$ cat src/rtl/control_unit.sv
// Multi-cycle control FSM for the 16-bit core: fetch, decode, execute and
// memory handshake sequencing, with a bounded wait on mem_ready.
module control_unit #(
  parameter int unsigned MEM_TIMEOUT = 15
) (
  input  logic       clk_sys_i,
  input  logic       rst_i,
  input  logic       start_i,
  input  logic [3:0] ir_1_i,
  input  logic       cc_i,
  input  logic       mem_ready_i,
  output logic       ldMAR_o,
  output logic       ldIR_o,
  output logic       ldFlag_o,
  output logic       ldPC_o,
  output logic       incPC_o,
  output logic       ldMDR_o,
  output logic       ldReg_o,
  output logic       Tlabel_o,
  output logic       ALUon_o,
  output logic [2:0] fnSelect_o,
  output logic       mm_o,
  output logic       mem_rd_o,
  output logic       mem_wr_o,
  output logic       halted_o,
  output logic       bus_err_o
);

  // state  | meaning
  // IDLE   | waiting for start
  // F0     | load MAR with PC
  // F1     | instruction read, wait for mem_ready
  // F2     | load IR, increment PC
  // DEC    | dispatch on opcode
  // ALU    | register ALU op, write back result and flags
  // BR     | branch, load PC when cc is true
  // MA_LD  | load: address to MAR
  // LW     | load: memory read, wait for mem_ready
  // WB     | load: write MDR to register file
  // MA_ST  | store: address to MAR
  // SD     | store: capture data bus into MDR
  // SW     | store: memory write, wait for mem_ready
  // CMP    | compare, flags only
  // HALT   | stopped until reset
  // ERR    | memory timeout, stopped until reset
  typedef enum logic [3:0] {
    S_IDLE, S_F0, S_F1, S_F2, S_DEC, S_ALU, S_BR, S_MA_LD,
    S_LW, S_WB, S_MA_ST, S_SD, S_SW, S_CMP, S_HALT, S_ERR
  } state_t;

  typedef struct packed {
    logic       ld_mar;
    logic       ld_ir;
    logic       ld_flag;
    logic       inc_pc;
    logic       ld_mdr;
    logic       ld_reg;
    logic       tlabel;
    logic       alu_on;
    logic [2:0] fn_sel;
    logic       mm;
    logic       mem_rd;
    logic       mem_wr;
    logic       halted;
    logic       bus_err;
    logic       br;
    logic       lw;
  } out_t;

  // Last count value before the next low mem_ready cycle trips the timeout.
  localparam logic [3:0] TMO_LAST = 4'(MEM_TIMEOUT - 1);

  state_t     state_q, state_d;
  logic [3:0] cnt_q, cnt_d;
  out_t       out_q;

  function automatic out_t decode(input state_t s);
    out_t o;
    o = '0;
    case (s)
      S_F0:    o.ld_mar = 1'b1;
      S_F1:    o.mem_rd = 1'b1;
      S_F2:    begin o.ld_ir = 1'b1; o.inc_pc = 1'b1; end
      S_ALU:   begin o.alu_on = 1'b1; o.ld_reg = 1'b1; o.ld_flag = 1'b1; end
      S_BR:    begin o.tlabel = 1'b1; o.br = 1'b1; end
      S_MA_LD: o.ld_mar = 1'b1;
      S_LW:    begin o.mem_rd = 1'b1; o.lw = 1'b1; end
      S_WB:    o.ld_reg = 1'b1;
      S_MA_ST: o.ld_mar = 1'b1;
      S_SD:    begin o.mm = 1'b1; o.ld_mdr = 1'b1; end
      S_SW:    o.mem_wr = 1'b1;
      S_CMP:   begin o.fn_sel = 3'b001; o.ld_flag = 1'b1; end
      S_HALT:  o.halted = 1'b1;
      S_ERR:   begin o.halted = 1'b1; o.bus_err = 1'b1; end
      default: o = '0;
    endcase
    return o;
  endfunction

  // Next-state and wait-counter logic; the counter is zero outside wait states
  // so every wait state is entered with a cleared count.
  always_comb begin
    state_d = state_q;
    cnt_d   = '0;
    case (state_q)
      S_IDLE:  if (start_i) state_d = S_F0;
      S_F0:    state_d = S_F1;
      S_F1, S_LW, S_SW: begin
        if (mem_ready_i) begin
          case (state_q)
            S_F1:    state_d = S_F2;
            S_LW:    state_d = S_WB;
            default: state_d = S_F0;
          endcase
        end else if (cnt_q == TMO_LAST) begin
          state_d = S_ERR;
        end else begin
          cnt_d = cnt_q + 4'd1;
        end
      end
      S_F2:    state_d = S_DEC;
      S_DEC: begin
        case (ir_1_i)
          4'h0:                   state_d = S_ALU;
          4'h1, 4'h2, 4'h3, 4'h4,
          4'h5, 4'h6, 4'h7, 4'h8,
          4'h9:                   state_d = S_BR;
          4'hA:                   state_d = S_MA_LD;
          4'hB:                   state_d = S_MA_ST;
          4'hC:                   state_d = S_CMP;
          4'hF:                   state_d = S_HALT;
          default:                state_d = S_F0;
        endcase
      end
      S_ALU, S_BR, S_CMP, S_WB: state_d = S_F0;
      S_MA_LD: state_d = S_LW;
      S_MA_ST: state_d = S_SD;
      S_SD:    state_d = S_SW;
      S_HALT:  state_d = S_HALT;
      S_ERR:   state_d = S_ERR;
      default: state_d = S_IDLE;
    endcase
  end

  // State, counter and registered output decode of the upcoming state.
  always_ff @(posedge clk_sys_i or posedge rst_i) begin
    if (rst_i) begin
      state_q <= S_IDLE;
      cnt_q   <= '0;
      out_q   <= '0;
    end else begin
      state_q <= state_d;
      cnt_q   <= cnt_d;
      out_q   <= decode(state_d);
    end
  end

  // ldPC and the LW ldMDR pulse are qualified by live inputs within the state.
  assign ldMAR_o    = out_q.ld_mar;
  assign ldIR_o     = out_q.ld_ir;
  assign ldFlag_o   = out_q.ld_flag;
  assign ldPC_o     = out_q.br & cc_i;
  assign incPC_o    = out_q.inc_pc;
  assign ldMDR_o    = out_q.ld_mdr | (out_q.lw & mem_ready_i);
  assign ldReg_o    = out_q.ld_reg;
  assign Tlabel_o   = out_q.tlabel;
  assign ALUon_o    = out_q.alu_on;
  assign fnSelect_o = out_q.fn_sel;
  assign mm_o       = out_q.mm;
  assign mem_rd_o   = out_q.mem_rd;
  assign mem_wr_o   = out_q.mem_wr;
  assign halted_o   = out_q.halted;
  assign bus_err_o  = out_q.bus_err;

endmodule
$ cat config.mk
export PLATFORM = sky130hd
export DESIGN_NAME = control_unit
export DESIGN_NICKNAME = d
export VERILOG_FILES = /design/src/rtl/control_unit.sv
export SDC_FILE = /design/constraint.sdc
export NUM_CORES = 1
export LEC_CHECK = 0
export CORE_MARGIN = 2
export CORE_UTILIZATION = 47
export DETAILED_ROUTE_END_ITERATION = 8
export GPL_ROUTABILITY_DRIVEN = 0
export MAX_ROUTING_LAYER = met4
export PLACE_DENSITY = 0.78
export SLEW_MARGIN = 0
export SYNTH_ARGS = -nofsm -noshare
export SYNTH_HDL_FRONTEND = slang
export SYNTH_SLANG_ARGS = --single-unit
export TNS_END_PERCENT = 50
$ cat constraint.sdc
create_clock -name clk_sys_i -period 2.7 [get_ports clk_sys_i]
set_input_delay 0.54 -clock clk_sys_i [delete_from_list [all_inputs] [get_ports clk_sys_i]]
set_output_delay 0.54 -clock clk_sys_i [all_outputs]
set_load 0.01 [all_outputs]
==> flow_summary.ini <==
[outcome]
status = finished, final reports clean

[clock_network]
ctsResizeCount = 0
clock_path_buffers = 2
post-cts-setup-buffer-count = 0
cts_inserted_buffers = 3
cts.sinks = 21
root_buffer = clkbuf_4
htreeDepth = 1
clk_latency_ps = 310
cts_hold_buf = 0
clk_pin_slew_worst_paths_ps = 110
cts_tree = built

[worst_setup_path]
start_kind = input pin
critPathMaxStageDelay_ps = 490
crit_required_ps = 2860
cpLargestDelayFamily = compound AO/OA/AOI/OAI gates
critPathCaptureType = flop
critPathBufInv = 2
crit_fanout = 6
cp_slowest_cell = clkdlybuf4s50_1
critical_path_arrival_ps = 2510
critPathKind = input pin to flop
crit_chain = clkdlybuf4s50_1 -> inv_1 -> ha_1 -> nor3b_1 -> nor4_1 -> a221oi_1 -> o21a_2 -> mux2i_1 -> o32ai_1

[power_and_ir_drop]
peakVddDrop_v = 0.0006314
p_leak_nw = 0.6919
pwr_density_cell_nw_per_um2 = 954.3

[grt]
grt_pass1_wl_um = 4312
grt_pass1_vias = 974
grt_max_degree = 22
grt_overflow = 0
antenna_found_initial = 0
grt.total_usage = 0.1734

[timing]
finClkSkew_ps = 7.994
finalSetupTns_ps = 0
drv_slew = 0
layout_min_cycle_time_ps = 2352
worstMarginPinSlew_ps = 770.1
final-hold-violation-count = 0
post-route-period-util = 0.8709
setup_viol = 0
slew_headroom = 0.4861
rsz0062_at_grt = no
fmax_mhz = 425.3

[floorplanning]
die_w_um = 56.29
initial_utilization = 0.5049
dieArea_um2 = 3168
fp.dieH_um = 56.29
coreArea_um2 = 2545
ioPinCount = 26
core.rowCount = 18

[routing]
dr.pass1.iters = 4
drc = 0
avgRoutedWirePerCell_um = 13.86
via_count = 959
antenna_left = 0
drt-total-wl_um = 2439
drtIter0Drc = 19
via_per_inst = 5.449

[yosys]
ys_warn_count = 0
synth-seq-cells = 21
ys_top_cells_by_area = dfrtp_1 (41%), nor2_1 (5.0%), ha_1 (4.9%)
yosys.cell_types.count = 46
async_flop_share = 1.000
syn_area_um2 = 1285
synth_ff_type = dfrtp_1
synthesis.instances = 125
synth_edf_count = 0
yosys.area.top_type = dfrtp_1
synth_area_per_cell_um2 = 10.28
ys_seq_area_frac = 0.4090
synth_top_area_frac = 0.4090

[job]
drv_cap = 0

[layout]
layout_common_cells = clkdlybuf4s50_1 (23), dfrtp_1 (21), nor2_1 (17)
drive_gt1_frac = 0.1301
fin_cells = 176
diodes = 0
syn_to_final_growth_pct = 17.62
mostFrequentLayoutCell = clkdlybuf4s50_1
nNetsFinal = 161

[placement]
io_buffer_count = 23
dpl.cell_count = 172
dp.final_hpwl_um = 1843

[worst_hold_path]
hold_class = flop to flop
[Yosys cell counts, types with 3 or more instances]
| library cell | count |
|---|---|
| nand2_1 | 5 |
| a21oi_1 | 4 |
| inv_1 | 8 |
| nor2b_1 | 6 |
| a21o_1 | 4 |
| nor3_1 | 3 |
| dfrtp_1 | 21 |
| nor2_1 | 17 |
| mux2i_1 | 3 |
| ha_1 | 5 |
| buf_4 | 4 |
| and2_1 | 3 |
| o21ai_0 | 3 |
[stage by stage]
stage	cell area [µm²]	hold WS, ps	setup WS (ps)	utilization	total power [mW]
after floorplan	1289	453.6	825.2	-	1.134
final	1511	511.0	348.5	0.5939	1.442
after global placement	1484	476.9	117.0	0.5831	1.291
after detailed placement	1484	493.7	51.71	0.5831	1.301
after global routing	1511	535.8	174.9	0.5939	1.559
after CTS	1511	509.9	352.9	0.5939	1.456
[logic make-up after synthesis]
family          share of synthesized area
simple gates                       0.2230
compound gates                     0.1801
flops                              0.4090
buf+inv                           0.09251
fa+ha+maj                         0.04869
xor+xnor                          0.02045
mux                               0.02337
other cells                      0.002918
[layer usage]
layer / vias to the layer above / wire, µm / global-route usage
li1: 465 / - / -
met2: 19 / 1164 / 0.2739
met4: 0 / 42 / 0.06803
met5: - / 0 / -
met3: 5 / 71 / 0.01613
met1: 470 / 1161 / 0.2316
[state kept, by name, indices dropped and copies added (netlist names)]
register    count
ALUon_o         1
bus_err_o       1
cnt_q           4
fnSelect_o      1
halted_o        1
incPC_o         1
ldFlag_o        1
ldMAR_o         1
ldReg_o         1
mem_rd_o        1
mem_wr_o        1
mm_o            1
out_q           2
state_q         4
[worst register-to-register path: cells and delay by family (launching register included)]
| family | cells | cell delay [ps] |
|---|---|---|
| buffers and inverters | 2 | 140 |
| and+or+nand+nor | 2 | 360 |
| adders and majority gates | 1 | 220 |
| DFF | 1 | 410 |
| muxes | 1 | 120 |
| AOI/OAI and AO/OA | 3 | 630 |
[where the power goes]
part / internal, mW / switching, mW / total, mW
Sequential: 0.393 / 0.109 / 0.502
Combinational: 0.369 / 0.424 / 0.793
Clock: 0.0553 / 0.0920 / 0.147
[final timing paths]
path / cells after the start / slack (ps) / startpoint / end
hold / removal: 1 / 510 / cnt_q[0] / cnt_q[0]
max in group asynchronous: 2 / 1560 / rst_i / ldMAR_o
hold reg to reg: 1 / 510 / cnt_q[0] / cnt_q[0]
setup / recovery: 9 / 350 / ir_1_i[1] / ldMAR_o
min in group asynchronous: 2 / 660 / rst_i / cnt_q[0]
setup reg to reg: 9 / 660 / cnt_q[0] / ldMAR_o
[cell type report]
type                            count  area [µm²]
Inverter                            9       38.79
Sequential cell                    21       525.5
Clock buffer                        3       22.52
Fill cell                         225        1033
Timing Repair Buffer               24       237.7
Multi-Input combinational cell     88       644.4
Tap cell                           30       37.54
Clock inverter                      1       5.005
(Power assumes the default switching activity.)
